`src/rtl/sz_pkg.sv`:
```
// Shared definitions for the SZ first-stage predictor path.
//   f32_t          : raw IEEE-754 single-precision word (bit-exact, no math)
//   feed_state_e   : history feeder FSM states, also used by bench monitors
//   BLOCK_LEN_DEF  : default samples per block
//   TIMEOUT_DEF    : default reconstruction feedback window in cycles
package sz_pkg;
  localparam int FLOAT_W       = 32;
  localparam int BLOCK_LEN_DEF = 1024;
  localparam int TIMEOUT_DEF   = 64;

  typedef logic [FLOAT_W-1:0] f32_t;

  typedef enum logic [1:0] {
    IDLE  = 2'd0,
    ISSUE = 2'd1,
    WAIT  = 2'd2
  } feed_state_e;
endpackage

```
`src/rtl/sz_hist_shift.sv`:
```
// Two-entry reconstructed-history register.
//   clk, rst     : clock, synchronous active-low reset
//   shift_i      : push din_i as newest entry (p1 <= p2, p2 <= din)
//   clear_i      : drop all history (block start); wins over shift_i
//   din_i        : reconstructed value to push
//   p1_o / p2_o  : older / newer history entry (0 when not yet filled)
//   cnt_o        : number of valid entries, saturating at 2
module sz_hist_shift #(
  parameter int W = 32
) (
  input  logic         clk,
  input  logic         rst,
  input  logic         shift_i,
  input  logic         clear_i,
  input  logic [W-1:0] din_i,
  output logic [W-1:0] p1_o,
  output logic [W-1:0] p2_o,
  output logic [1:0]   cnt_o
);
  logic [W-1:0] p1_q, p2_q;
  logic [1:0]   cnt_q;

  always_ff @(posedge clk) begin
    if (!rst || clear_i) begin
      p1_q  <= '0;
      p2_q  <= '0;
      cnt_q <= 2'd0;
    end else if (shift_i) begin
      p1_q  <= p2_q;
      p2_q  <= din_i;
      cnt_q <= (cnt_q == 2'd2) ? 2'd2 : cnt_q + 2'd1;
    end
  end

  assign p1_o  = p1_q;
  assign p2_o  = p2_q;
  assign cnt_o = cnt_q;
endmodule

```
`src/rtl/sz_history_feeder.sv`:
```
// Feeds raw samples to the SZ curve-fitting predictor one at a time, each
// paired with the two latest reconstructed values, and stalls until the
// predictor returns the reconstruction so history matches the decompressor.
//   clk, rst                    : clock, synchronous active-low reset
//   in_valid/in_ready/in_data   : raw sample handshake
//   out_valid                   : one-cycle issue strobe
//   proceed1/proceed2           : s[n-2] / s[n-1] reconstructed
//   data_in                     : current raw sample (held until next issue)
//   sample_idx, hist_cnt        : position in block, valid history entries
//   recon_valid/recon_data      : reconstructed s[n] from the predictor
//   timeout_err, proto_err      : sticky error flags
module sz_history_feeder
  import sz_pkg::*;
#(
  parameter int W         = FLOAT_W,
  parameter int BLOCK_LEN = BLOCK_LEN_DEF,
  parameter int TIMEOUT   = TIMEOUT_DEF,
  parameter int CNT_W     = 16
) (
  input  logic             clk,
  input  logic             rst,
  input  logic             in_valid,
  output logic             in_ready,
  input  logic [W-1:0]     in_data,
  output logic             out_valid,
  output logic [W-1:0]     proceed1,
  output logic [W-1:0]     proceed2,
  output logic [W-1:0]     data_in,
  output logic [CNT_W-1:0] sample_idx,
  output logic [1:0]       hist_cnt,
  input  logic             recon_valid,
  input  logic [W-1:0]     recon_data,
  output logic             timeout_err,
  output logic             proto_err
);
  localparam int TW = $clog2(TIMEOUT + 1);

  feed_state_e      state_q, state_d;
  logic             rdy_q;
  logic [W-1:0]     data_q;
  logic [CNT_W-1:0] idx_q;
  logic [TW-1:0]    wdog_q;
  logic             to_err_q, pr_err_q;

  logic accept, wdog_hit, done, expire, last;

  assign accept   = (state_q == IDLE) && rdy_q && in_valid;
  // wdog_q counts completed WAIT cycles; this is the TIMEOUT-th one.
  assign wdog_hit = (wdog_q == TW'(TIMEOUT - 1));
  assign done     = (state_q == WAIT) && (recon_valid || wdog_hit);
  // A recon in the expiry cycle wins, so no error is raised then.
  assign expire   = (state_q == WAIT) && wdog_hit && !recon_valid;
  assign last     = (idx_q == CNT_W'(BLOCK_LEN - 1));

  always_ff @(posedge clk) begin
    if (!rst) state_q <= IDLE;
    else      state_q <= state_d;
  end

  always_comb begin
    state_d = state_q;
    case (state_q)
      IDLE:    if (accept) state_d = ISSUE;
      ISSUE:   state_d = WAIT;
      WAIT:    if (done) state_d = IDLE;
      default: state_d = IDLE;
    endcase
  end

  always_comb begin
    out_valid = (state_q == ISSUE);
    in_ready  = rdy_q;
  end

  // in_ready is registered so it reads 0 throughout reset and rises on the
  // first cycle after release.
  always_ff @(posedge clk) begin
    if (!rst) begin
      rdy_q    <= 1'b0;
      data_q   <= '0;
      idx_q    <= '0;
      wdog_q   <= '0;
      to_err_q <= 1'b0;
      pr_err_q <= 1'b0;
    end else begin
      rdy_q <= (state_d == IDLE);
      if (accept) data_q <= in_data;
      if (state_q == ISSUE)     wdog_q <= '0;
      else if (state_q == WAIT) wdog_q <= wdog_q + TW'(1);
      if (done) idx_q <= last ? '0 : idx_q + CNT_W'(1);
      if (expire) to_err_q <= 1'b1;
      if (recon_valid && state_q != WAIT) pr_err_q <= 1'b1;
    end
  end

  // On timeout the raw sample stands in for the missing reconstruction.
  sz_hist_shift #(.W(W)) u_hist (
    .clk     (clk),
    .rst     (rst),
    .shift_i (done && !last),
    .clear_i (done && last),
    .din_i   (recon_valid ? recon_data : data_q),
    .p1_o    (proceed1),
    .p2_o    (proceed2),
    .cnt_o   (hist_cnt)
  );

  assign data_in     = data_q;
  assign sample_idx  = idx_q;
  assign timeout_err = to_err_q;
  assign proto_err   = pr_err_q;
endmodule
```
`config.mk`:
```
export PLATFORM = sky130hd
export DESIGN_NAME = sz_history_feeder
export DESIGN_NICKNAME = d
export VERILOG_FILES = /design/src/rtl/sz_pkg.sv /design/src/rtl/sz_hist_shift.sv /design/src/rtl/sz_history_feeder.sv
export SDC_FILE = /design/constraint.sdc
export NUM_CORES = 1
export LEC_CHECK = 0
export CAP_MARGIN = 20
export CORE_UTILIZATION = 30
export CTS_BUF_LIST = sky130_fd_sc_hd__clkbuf_8 sky130_fd_sc_hd__clkbuf_16
export DETAILED_ROUTE_END_ITERATION = 16
export PLACE_DENSITY_LB_ADDON = 0.08
export SETUP_SLACK_MARGIN = 0.3
export SYNTH_ARGS = -nofsm -noshare
export SYNTH_HDL_FRONTEND = slang
export SYNTH_SLANG_ARGS = --single-unit
```
`constraint.sdc`:
```
create_clock -name clk -period 1.7 [get_ports clk]
set_input_delay 0.255 -clock clk [delete_from_list [all_inputs] [get_ports clk]]
set_output_delay 0.255 -clock clk [all_outputs]
set_load 0.02 [all_outputs]
```
Yosys cells after proc, flatten, opt, wreduce, memory -nomap -nowiden. Cells that the tools add are included.

Flip-flop bits (word level): 126. Input bits: 68. Output and inout port bits: 118. Word-level logic and storage cells: 42.

Add/sub/neg operators: 3. Equal/unequal tests: 6. Mux-type cells: 6. Bitwise operators: 1. Reduce and logical (&&, ||, !) cells: 16.

Operators with widths (number): $mux W32 (1); $add A16 B1 Y16 const B (1); $eq A16 B10 Y1 const B (1); $mux W16 (1); $logic_and A1 B1 Y1 (8); $add A7 B1 Y7 const B (1); $eq A7 B6 Y1 const B (1); $mux W2 (3); $pmux W2 S3 (1); $eq A2 B2 Y1 const B (2); $logic_not A2 Y1 (2); $logic_not A1 Y1 (3); $add A2 B1 Y2 const B (1); $eq A2 B1 Y1 const B (1); $logic_or A1 B1 Y1 (2); $ne A2 B2 Y1 const B (1); $reduce_or A2 Y1 (1); $not A1 Y1 (1).

Depth between registers and ports, before layout. Gate-level depths: netlist of run 1.

Depth in word-level cells: 6. Gate-level depth with buffers: 8. Gate-level depth less buffers: 5.

Cells and area by module. Synthesis of run 1 repeated with hierarchy kept, for this count alone.

Cells, all modules: 544. Area total of the unflattened synthesis: 5211.2 um^2.

Modules (own cells, without submodules): sz_history_feeder (instances 1, cells an instance 327, area each 2796.4 um^2, sequential area each 1201.2 um^2); sz_hist_shift (instances 1, cells an instance 217, area each 2414.8 um^2, sequential area each 1321.3 um^2).

Worst setup path after synthesis of run 1. OpenSTA, ideal clock, no wires.

Path kind: register to register. Start point: register idx_q[0], in the netlist sample_idx[0]. End point: register idx_q[7], in the netlist sample_idx[7]. Library setup time: 0.132 ns. Arrival time: 1.708 ns. Required time: 1.568 ns. Setup slack: -0.140 ns. Stages on the path, launching flop included: 7. Buffers on the path: 1. Period minus slack after synthesis: 1.840 ns. Path through: dfxtp_1 -> ha_1 -> nor4b_2 -> nand4_1 -> buf_2 -> nand3_1 -> o31ai_1.

Longest elaborated chain between the ends: 2.

RTL lines: start, declared (RTL line sz_history_feeder.sv:41) `logic [CNT_W-1:0] idx_q;`; start signal, assigned (RTL line sz_history_feeder.sv:90) `if (done) idx_q <= last ? '0 : idx_q + CNT_W'(1);`; $add A16 B1 Y16 / $eq A16 B10 Y1 (equally long branches) (RTL line sz_history_feeder.sv:90, sz_history_feeder.sv:53); $mux W16 (*) (RTL line sz_history_feeder.sv:90).

Every way passes the cells marked *; elsewhere a longest branch is shown, timed or not. A chain may end at the register's enable or synchronous reset.

Worst setup path after layout of run 1.
Start point: register wdog_q[1]. End point: register u_hist.p2_q[10], in the netlist u_hist.p2_o[10].

Longest elaborated chain between the ends: 5.

RTL lines: start, declared (RTL line sz_history_feeder.sv:42) `logic [TW-1:0] wdog_q;`; start signal, assigned (RTL line sz_history_feeder.sv:89) `else if (state_q == WAIT) wdog_q <= wdog_q + TW'(1);`; $eq A7 B6 Y1 (*) (RTL line sz_history_feeder.sv:49) `assign wdog_hit = (wdog_q == TW'(TIMEOUT - 1));`; $logic_or A1 B1 Y1 (*) (RTL line sz_history_feeder.sv:50) `assign done = (state_q == WAIT) && (recon_valid || wdog_hit);`; $logic_and A1 B1 Y1 (*) (RTL line sz_history_feeder.sv:50); $logic_and A1 B1 Y1 (RTL line sz_history_feeder.sv:101) `.clear_i (done && last),`; $logic_or A1 B1 Y1 (RTL line sz_hist_shift.sv:24) `if (!rst || clear_i) begin`; end signal, assigned (RTL line sz_hist_shift.sv:30) `p2_q <= din_i;`; end, declared (RTL line sz_hist_shift.sv:20) `logic [W-1:0] p1_q, p2_q;`.

Marked as above.

==> results by stage, run 1 <==
Clock network:
- CTS built an H-tree with a depth of 4.
- In this run, CTS created clock tree buffers numbering 17.
- The clock sink count is roughly 130.
- The tree is rooted in a sky130_fd_sc_hd__clkbuf_16.
- TritonCTS built the clock tree.
- Clock-pin slew was measured on the worst setup and hold paths at 0.06 ns.
- No sink is reached through more buffers than the 2 on the longest clock path.
- The clock latency reported for the late side of the worst-skew pair is around 0.41 ns.

Timing:
- The hold violation count in the final report is 0.
- Setup repair after global routing could not meet its margin everywhere.
- The final-report setup violation count is 0.
- The clock arrives with between 0.01 and 0.015 ns of skew.
- The achievable clock frequency is approximately 600 MHz.
- Headroom to the max-slew limit came out at 0.692.
- In the finished design, the share of the clock period the worst path needs comes to 0.986.
- At the pin with the least slew margin, the transition time is about 0.46 ns.
- The shortest clock period the worst path allows after layout is around 1.7 ns.
- The number of pins with negative max-slew slack in the final report is 0.

Global routing:
- The initial antenna violation count is 1.
- The global-route usage over all layers is 0.187.
- The global-route wire length before repair is ~26 mm.
- The pin count of the biggest net entering global routing is between 90 and 100.
- The layer with the highest usage is met2.
- The global-route congestion overflow total is 0.
- The met2 demand-to-capacity share in global routing is 0.292.
- The via count of the first global-routing pass is between 4000 and 5000.
- In the global route stage, met3 resource usage came out at 0.0612.
- For met1 alone, demand over resource in global routing was 0.237.

Pwr:
- The final total power is roughly 0.0073 W.
- VDD sags by at most ~680 uV.
- The power density of the placed cells is about 840 nW/um^2.
- The leakage power figure is roughly 3.4 nW.

Synth:
- Of the post-synthesis cell area, the dominant cell type holds 0.482.
- The dominant cell by count in the synthesized netlist is sky130_fd_sc_hd__nand2_1.
- The gate count of the mapped netlist is between 600 and 700.
- After synthesis, the share of flip-flops with an asynchronous set or reset is 0.
- Counting every net in the synthesized netlist gives 701.
- The number of different library cells used by synthesis comes to 41.
- Averaged over all synthesized cells, the footprint is between 8 and 9 sq um.
- For this run, the leading register cell type out of synthesis is sky130_fd_sc_hd__dfxtp_1.
- The number of synthesized register bits is 126.
- Yosys printed 0 warnings.
- For this run, the register share of the synthesized area comes to 0.482.
- In the post-synthesis netlist, the biggest area contributors are sky130_fd_sc_hd__dfxtp_1 (48%), sky130_fd_sc_hd__a21oi_1 (11%), sky130_fd_sc_hd__nand2_1 (10%).
- The summed instance area of the synthesized netlist is between 5000 and 6000 sq um.
- After synthesis, the most frequently instantiated cells are sky130_fd_sc_hd__nand2_1 (144), sky130_fd_sc_hd__dfxtp_1 (126), sky130_fd_sc_hd__a21oi_1 (111).
- Counting flops with a built-in enable in the synthesized netlist gives 0.
- The cell taking the most area after synthesis is sky130_fd_sc_hd__dfxtp_1.

Setup path:
- The endpoint kind of the worst setup timing path is a flop.
- In this run the critical register-to-register path is captured at u_hist.p2_o[10]$_SDFFE_PP0P_.
- The startpoint of the lowest-slack register-to-register path is wdog_q[1]$_SDFFE_PP0P_.
- STA puts the critical path data arrival time at about 2.0 ns.
- The count of cells along the worst register-to-register path is 7.
- The setup check on the worst reg-to-reg path leaves a slack of approximately 0.024 ns.
- The type of origin of the critical path is a flop.
- The required time of the worst setup path is between 2 and 2.5 ns.
- The type of the setup path with the least slack is reg -> reg.
- The largest driver fanout on the critical path is 6.

Min path:
- The worst-case hold path end point is data_in[2]$_SDFFE_PN0P_.
- The startpoint of the tightest hold check path is in_data[2].
- Along the worst hold path, the cell count comes to 3.
- The worst hold path belongs to the class in -> reg.

Finish:
- Once layout is complete, the cells apart from fillers number between 1000 and 1500.
- From synthesis to final layout, the design area changed by 66.0%.
- The number of fill cells in the layout is approximately 1600.
- The share of layout cells above drive strength 1 is 0.272.
- The count of nets after finishing is between 900 and 1000.

Outcome:
- The flow ran to the end, and the final reports show no timing, DRC or antenna violations.

Floorplan:
- The initial cell density of the core is 0.311.
- The die area is ~18000 sq um.
- The floorplan step set the die height to around 130 microns.
- The floorplan step set the die width to approximately 130 microns.
- In this run the standard cell core region covers between 15000 and 20000 sq um.
- The number of placement rows is 47.
- The total I/O pin count is between 150 and 200.

Routing:
- Dividing the detail-routed via count by the number of cells gives approximately 5.0.
- The overall via count from detail_route is approximately 5400.
- The number of DRC violations after detailed-routing iteration 0 is between 300 and 400.
- In the routed design, unresolved DRC markers number 0.
- After detailed routing, the total wire length is 18.5 mm.
- The first TritonRoute pass finished after 4 iterations.
- The detail route stage leaves a number of antenna-violating nets equal to 0.
- Dividing the detail-routed wire length by the instance count gives between 15 and 20 microns.

Job:
- Across the run, the number of max-cap violations was 0.

Place:
- At the end of routability-driven placement, the weighted congestion stood at around 0.86.
- Counting tap cells, the placed design contains a total of 1011 instances.
- Once detailed placement completed, the half-perimeter wirelength came to roughly 11 mm.
- The count of port buffers added during placement is ~190.
area by class of cell:
type,instances,area [sq um],share of cell area
multi-input cells,447,2750,0.317
repair buffers,245,2470,0.284
well taps,220,275,0.0317
clock inverters,7,57.6,0.00663
flip-flops and latches,126,2570,0.296
inverters,7,27.5,0.00317
diodes,1,2.50,0.000288
clock buffers,24,533,0.0614
routing by layer:
layer  share of wire  vias to the layer above  routed length (microns)
li1                -                     2622                        -
met1            0.43                     2527                     8060
met2            0.48                      177                     8890
met3           0.066                       31                     1230
met4           0.019                        0                      357
met5               0                        -                        0
stage by stage:
stage                      util  worst slack (ns)  TNS [ns]  hold slack [ns]  cell area, sq um
after floorplan               -             0.179         0            0.391              5440
after global placement    0.451            0.0875         0            0.438              7580
after detailed placement  0.451            0.0754         0            0.445              7580
after CTS                 0.480            0.0512         0            0.373              8070
after global routing      0.516           -0.0521     -1.12            0.386              8680
final                     0.516            0.0238         0            0.388              8680
report_power, final:
part	internal, W	leakage [nW]	total (W)	switching (W)
clock	0.00230	0.305	0.00358	0.00128
combinational	0.000351	2.06	0.000688	0.000336
sequential	0.00299	1.03	0.00304	0.0000421
how the worst max path moves through the flow:
stage                                     startpoint                           end  slack (ns)
after global routing          wdog_q[1]$_SDFFE_PP0P_   u_hist.p1_o[4]$_SDFFE_PP0P_       -0.05
after global placement    sample_idx[3]$_SDFFE_PN0P_   sample_idx[12]$_SDFFE_PN0P_        0.09
after CTS                     wdog_q[1]$_SDFFE_PP0P_   u_hist.p1_o[2]$_SDFFE_PP0P_        0.05
after detailed placement      wdog_q[1]$_SDFFE_PP0P_  u_hist.p2_o[17]$_SDFFE_PP0P_        0.08
final                         wdog_q[1]$_SDFFE_PP0P_  u_hist.p2_o[10]$_SDFFE_PP0P_        0.02
after floorplan           sample_idx[0]$_SDFFE_PN0P_  u_hist.p1_o[10]$_SDFFE_PP0P_        0.18
critical path, stage by stage, from the launching register on:
cell,delay [ns]
sky130_fd_sc_hd__dfxtp_4,0.36
sky130_fd_sc_hd__ha_4,0.16
sky130_fd_sc_hd__and4_4,0.22
sky130_fd_sc_hd__a21oi_4,0.32
sky130_fd_sc_hd__clkbuf_16,0.24
sky130_fd_sc_hd__clkbuf_16,0.14
sky130_fd_sc_hd__nand2_1,0.07
sky130_fd_sc_hd__a21oi_2,0.11
registers in the layout (all words and copies together), names as in the netlist:
| register | flops |
|---|---|
| u_hist.p2_o | 32 |
| proto_err | 1 |
| data_in | 32 |
| sample_idx | 16 |
| u_hist.cnt_o | 2 |
| timeout_err | 1 |
| in_ready | 1 |
| state_q | 2 |
| u_hist.p1_o | 32 |
| wdog_q | 7 |
cell families after synthesis:
family | synth area share
compound gates | 0.141
xor+xnor | 0.00837
fa+ha+maj | 0.00718
buf+inv | 0.0488
flops | 0.482
mux | 0.0785
simple gates | 0.234
layout by cell type (no fill, tap or decap), types with 7 or more instances in the layout:
cell type and instances:
sky130_fd_sc_hd__a21oi_1 90, sky130_fd_sc_hd__a21oi_2 20, sky130_fd_sc_hd__buf_12 8, sky130_fd_sc_hd__buf_2 8
sky130_fd_sc_hd__buf_4 31, sky130_fd_sc_hd__buf_6 7, sky130_fd_sc_hd__clkbuf_16 29, sky130_fd_sc_hd__clkbuf_2 22
sky130_fd_sc_hd__clkdlybuf4s15_1 43, sky130_fd_sc_hd__clkdlybuf4s15_2 7, sky130_fd_sc_hd__clkdlybuf4s50_1 66, sky130_fd_sc_hd__dfxtp_1 108
sky130_fd_sc_hd__dfxtp_2 7, sky130_fd_sc_hd__dfxtp_4 11, sky130_fd_sc_hd__dlygate4sd2_1 39, sky130_fd_sc_hd__inv_1 8
sky130_fd_sc_hd__mux2_2 32, sky130_fd_sc_hd__nand2_1 138, sky130_fd_sc_hd__nand3_1 69, sky130_fd_sc_hd__nand4_1 7
sky130_fd_sc_hd__nor2_1 12
what timing repair did:
| action | CTS | global route |
|---|---|---|
| gates cloned | 0 | 16 |
| pin swaps | 1 | 16 |
| hold buffers | 0 | 0 |
| setup endpoints to repair | 201 | 149 |
| setup buffers | 2 | 16 |
| gates resized for setup | 163 | 142 |
Power figures use the tool's default switching activity.
==> run 2: changes to the inputs <==
--- a/config.mk
+++ b/config.mk
@@ -5,10 +5,11 @@
 export SDC_FILE = /design/constraint.sdc
 export NUM_CORES = 1
 export LEC_CHECK = 0
-export CAP_MARGIN = 20
+export CAP_MARGIN = 15
 export CORE_UTILIZATION = 30
 export CTS_BUF_LIST = sky130_fd_sc_hd__clkbuf_8 sky130_fd_sc_hd__clkbuf_16
 export DETAILED_ROUTE_END_ITERATION = 16
+export GPL_ROUTABILITY_DRIVEN = 0
 export PLACE_DENSITY_LB_ADDON = 0.08
 export SETUP_SLACK_MARGIN = 0.3
 export SYNTH_ARGS = -nofsm -noshare
==> results of run 2 <==
No change in the layout: final DEF, timing and power equal those of run 1.
==> run 3: changes to the inputs <==
--- a/config.mk
+++ b/config.mk
@@ -10,7 +10,6 @@
 export CTS_BUF_LIST = sky130_fd_sc_hd__clkbuf_8 sky130_fd_sc_hd__clkbuf_16
 export DETAILED_ROUTE_END_ITERATION = 16
 export GPL_ROUTABILITY_DRIVEN = 0
-export PLACE_DENSITY_LB_ADDON = 0.08
 export SETUP_SLACK_MARGIN = 0.3
 export SYNTH_ARGS = -nofsm -noshare
 export SYNTH_HDL_FRONTEND = slang
==> results by stage, run 3 (synthesis results as in run 1) <==
Min path:
- The hold path depth is 3 (unchanged).
- The path class of the lowest-slack min-delay path is in -> reg.
- The worst-case hold path end point is data_in[10]$_SDFFE_PN0P_.
- The startpoint of the tightest hold check path is in_data[10].

Finish:
- The commonest non-fill, non-tap cell in the layout is sky130_fd_sc_hd__nand2_1.
- The share of layout cells above drive strength 1 is 0.338 (+0.0654).
- The area overhead of the layout relative to synthesis is 72.3%.
- The final standard cell count with taps included and fillers excluded was 1076 (-0.093%).
- The count of nets after finishing is 914 (-0.11%).
- The top cell types in the final layout, fill and taps aside, are sky130_fd_sc_hd__nand2_1 (143), sky130_fd_sc_hd__dfxtp_1 (106), sky130_fd_sc_hd__a21oi_1 (79).
- The final core utilization is 0.536 (+0.0196).
- The antenna diode instance count is 0 (-1).

Pwr:
- The power density of the placed cells is 805 nW/um^2 (-4.2%).
- The clock share of power came to 0.485 (-0.005).
- The internal power was 0.00555 W (-1.7%).
- The sequential fraction of design power was 0.419 (+0.003).
- The proportion of power drawn by combinational gates is 0.096 (+0.002).
- The leakage power figure is 3.39 nW (-0.20%).
- The switching part of the total power is 0.236 (+0.00874).
- The net switching component of the power is 0.00171 W (+3.2%).
- The peak supply drop is 712 uV (+5.1%).

Routing:
- The overall via count from detail_route is 5428 (+1.3%).
- The wire length per cell is 17.2 microns (+0.26%).
- The wire length reported by the detailed router was 18.6 mm (+0.16%).
- The via-per-instance ratio was 5.04 (+1.4%).
- The number of DRC violations after detailed-routing iteration 0 is 237 (-25%).
- The post-route DRC violation count was 0 (unchanged).
- The first-pass iteration count of the detailed router was 4 (unchanged).
- The number of routed nets with antenna violations is 0 (unchanged).

Clock network:
- The hold buffer count at cts is 0 (unchanged).
- The clock transition at the register clock pins on the worst setup and hold paths after CTS is 0.06 ns (about the same).
- The clock tree from TritonCTS is built.
- The clock latency reported for the late side of the worst-skew pair is 0.41 ns (about the same).
- The clock sink count is 126 (unchanged).
- The root buffer cell chosen for the clock tree is sky130_fd_sc_hd__clkbuf_16.
- The level count of the clock H-tree is 4 (unchanged).
- The number of buffers on the longest clock path came to 2 (unchanged).
- The number of CTS-inserted buffers is 17 (unchanged).

Setup path:
- The number of buffer and inverter stages on the critical path came to 2 (unchanged).
- The required time of the worst setup path is 1.99 ns (-0.06 ns).
- The type of the setup path with the least slack is reg -> reg.
- The instance count on the critical path is 7 (unchanged).
- The worst setup path is launched from a flop.
- The count of cells along the worst register-to-register path is 7 (unchanged).
- The setup slack of the most critical reg-to-reg path came to 0.05 ns (+0.03 ns).
- The largest driver fanout on the critical path is 12 (+6).
- The kind of cell with the highest combined delay on the critical path is compound AO/OA/AOI/OAI gates.
- Tracing the worst setup path back leads to its startpoint at wdog_q[1]$_SDFFE_PP0P_.
- The critical path goes through ha_4, and4_4, a21oi_4, buf_12, buf_12, a32oi_1, o31ai_2.
- The critical path's largest stage delay is 0.35 ns (about the same).
- The endpoint kind of the worst setup timing path is a flop.
- Counting stages on the worst path, the most repeated cell is sky130_fd_sc_hd__buf_12.
- The startpoint of the lowest-slack register-to-register path is wdog_q[1]$_SDFFE_PP0P_.
- The endpoint arrival time on the critical path is 1.93 ns (-0.09 ns).
- The critical-path cell with the highest stage delay is sky130_fd_sc_hd__dfxtp_2.
- The worst register-to-register path ends at sample_idx[7]$_SDFFE_PN0P_.

Job:
- The number of maximum-capacitance constraint violations is 0 (unchanged).

Timing:
- The measured slew at the worst slew-check pin was 0.313 ns (-0.149 ns).
- Setup repair after global routing could not meet its margin everywhere.
- The final worst-path cycle share is 0.969 (-0.0173).
- The hold violation count in the final report is 0 (unchanged).
- The final setup skew is 0.00646 ns (-0.00421 ns).
- The shortest clock period the worst path allows after layout is 1.65 ns (-0.0293 ns).
- The final setup slack of the worst path is 0.0532 ns (+0.0293 ns).
- The number of pins with negative max-slew slack in the final report is 0 (unchanged).
- The headroom to the max-slew limit is 0.791 (+0.0990).
- The final-report setup violation count is 0 (unchanged).
- The achievable clock frequency is 607 MHz (+1.8%).

Global routing:
- The global-route wire length before repair is 27.9 mm (+6.1%).
- The global-route congestion overflow total came to 0 (unchanged).
- The global-route usage over all layers is 0.201 (+0.0139).
- The pin count of the biggest net entering global routing is 60 (-34%).
- The via count of the first global-routing pass is 5214 (+5.5%).
- The initial antenna violation count is 0 (-1).

Floorplan:
- The die area is 18000 sq um (unchanged).
- The number of placement rows came to 47 (unchanged).
- The core area is 16800 sq um (unchanged).
- The initial cell density of the core came to 0.311 (unchanged).
- The total I/O pin count is 186 (unchanged).
- The vertical extent of the die was 134 microns (unchanged).
- The die span in x came to 134 microns (unchanged).

Place:
- The detailed placement HPWL came to 10.9 mm (-2.2%).
- The worst setup slack after placement is 0.0696 ns (-0.00581 ns).
- The count of port buffers added during placement is 185 (unchanged).
- The number of placed instances, taps included is 1010 (-0.099%).

Outcome:
- The run finished with clean final reports.
-- run 3: changes by cell type in the layout (fill, tap and decap cells not counted), sizes merged --
cell and delta:
a21oi -1, buf +6, bufinv +1, clkbuf -7, clkdlybuf4s15 -5, clkinv +4
clkinvlp +2, diode -1, dlygate4sd2 +1, inv -1
-- run 3: worst reg2reg max path, cell delays in order (launching register included) --
cell and delay, ns:
sky130_fd_sc_hd__dfxtp_2 0.35, sky130_fd_sc_hd__ha_4 0.14, sky130_fd_sc_hd__and4_4 0.29, sky130_fd_sc_hd__a21oi_4 0.09, sky130_fd_sc_hd__buf_12 0.16, sky130_fd_sc_hd__buf_12 0.13
sky130_fd_sc_hd__a32oi_1 0.25, sky130_fd_sc_hd__o31ai_2 0.11
-- run 3: cell type report --
cell class / instances / area [sq um]
multi-input combinational: 446 / 3100
timing repair buffer: 245 / 2470
clock inverter: 13 / 123
tap: 220 / 275
sequential: 126 / 2570
clock buffer: 19 / 453
fill: 1569 / 7800
inverter: 7 / 27.5
-- run 3: power by group through the flow --
| stage | Combinational, W | Clock, W | Sequential [W] |
|---|---|---|---|
| final | 0.000700 | 0.00352 | 0.00304 |
| after global placement | 0.000674 | 0 | 0.00310 |
| after detailed placement | 0.000677 | 0 | 0.00310 |
| after CTS | 0.000669 | 0.00358 | 0.00304 |
| after floorplan | 0.000253 | 0 | 0.00316 |
| after global routing | 0.000751 | 0.00372 | 0.00305 |
-- run 3: how the worst max path moves through the flow --
stage	to	slack [ns]
4_1_cts	out_valid	0.09
6_report	sample_idx[7]$_SDFFE_PN0P_	0.05
3_3_place_gp	sample_idx[12]$_SDFFE_PN0P_	0.11
2_1_floorplan	u_hist.p1_o[10]$_SDFFE_PP0P_	0.18
5_1_grt	sample_idx[7]$_SDFFE_PN0P_	-0.03
3_5_place_dp	sample_idx[10]$_SDFFE_PN0P_	0.07
-- run 3: timing repair --
| item | CTS | global route |
|---|---|---|
| gates cloned | 6 | 2 |
| buffers inserted | 22 | 4 |
| resized for setup | 198 | 179 |
| endpoints found under the setup margin | 201 | 151 |
| pin swaps | 15 | 43 |
-- run 3: metal layers --
layer,vias to the layer above,wire length [microns],track usage
met5,-,0,0
met4,0,378,0.0693
met3,29,1080,0.0559
met2,173,9270,0.334
met1,2604,7830,0.248
li1,2622,-,-
-- run 3: through the flow --
| stage | hold WS, ns | power, W | setup TNS [ns] | instance area [sq um] |
|---|---|---|---|---|
| 6_report | 0.387 | 0.00726 | 0 | 9010 |
| 3_3_place_gp | 0.437 | 0.00377 | 0 | 7590 |
| 5_1_grt | 0.388 | 0.00751 | -0.0295 | 9010 |
| 4_1_cts | 0.369 | 0.00729 | 0 | 8570 |
| 2_1_floorplan | 0.391 | 0.00341 | 0 | 5440 |
| 3_5_place_dp | 0.445 | 0.00378 | 0 | 7590 |
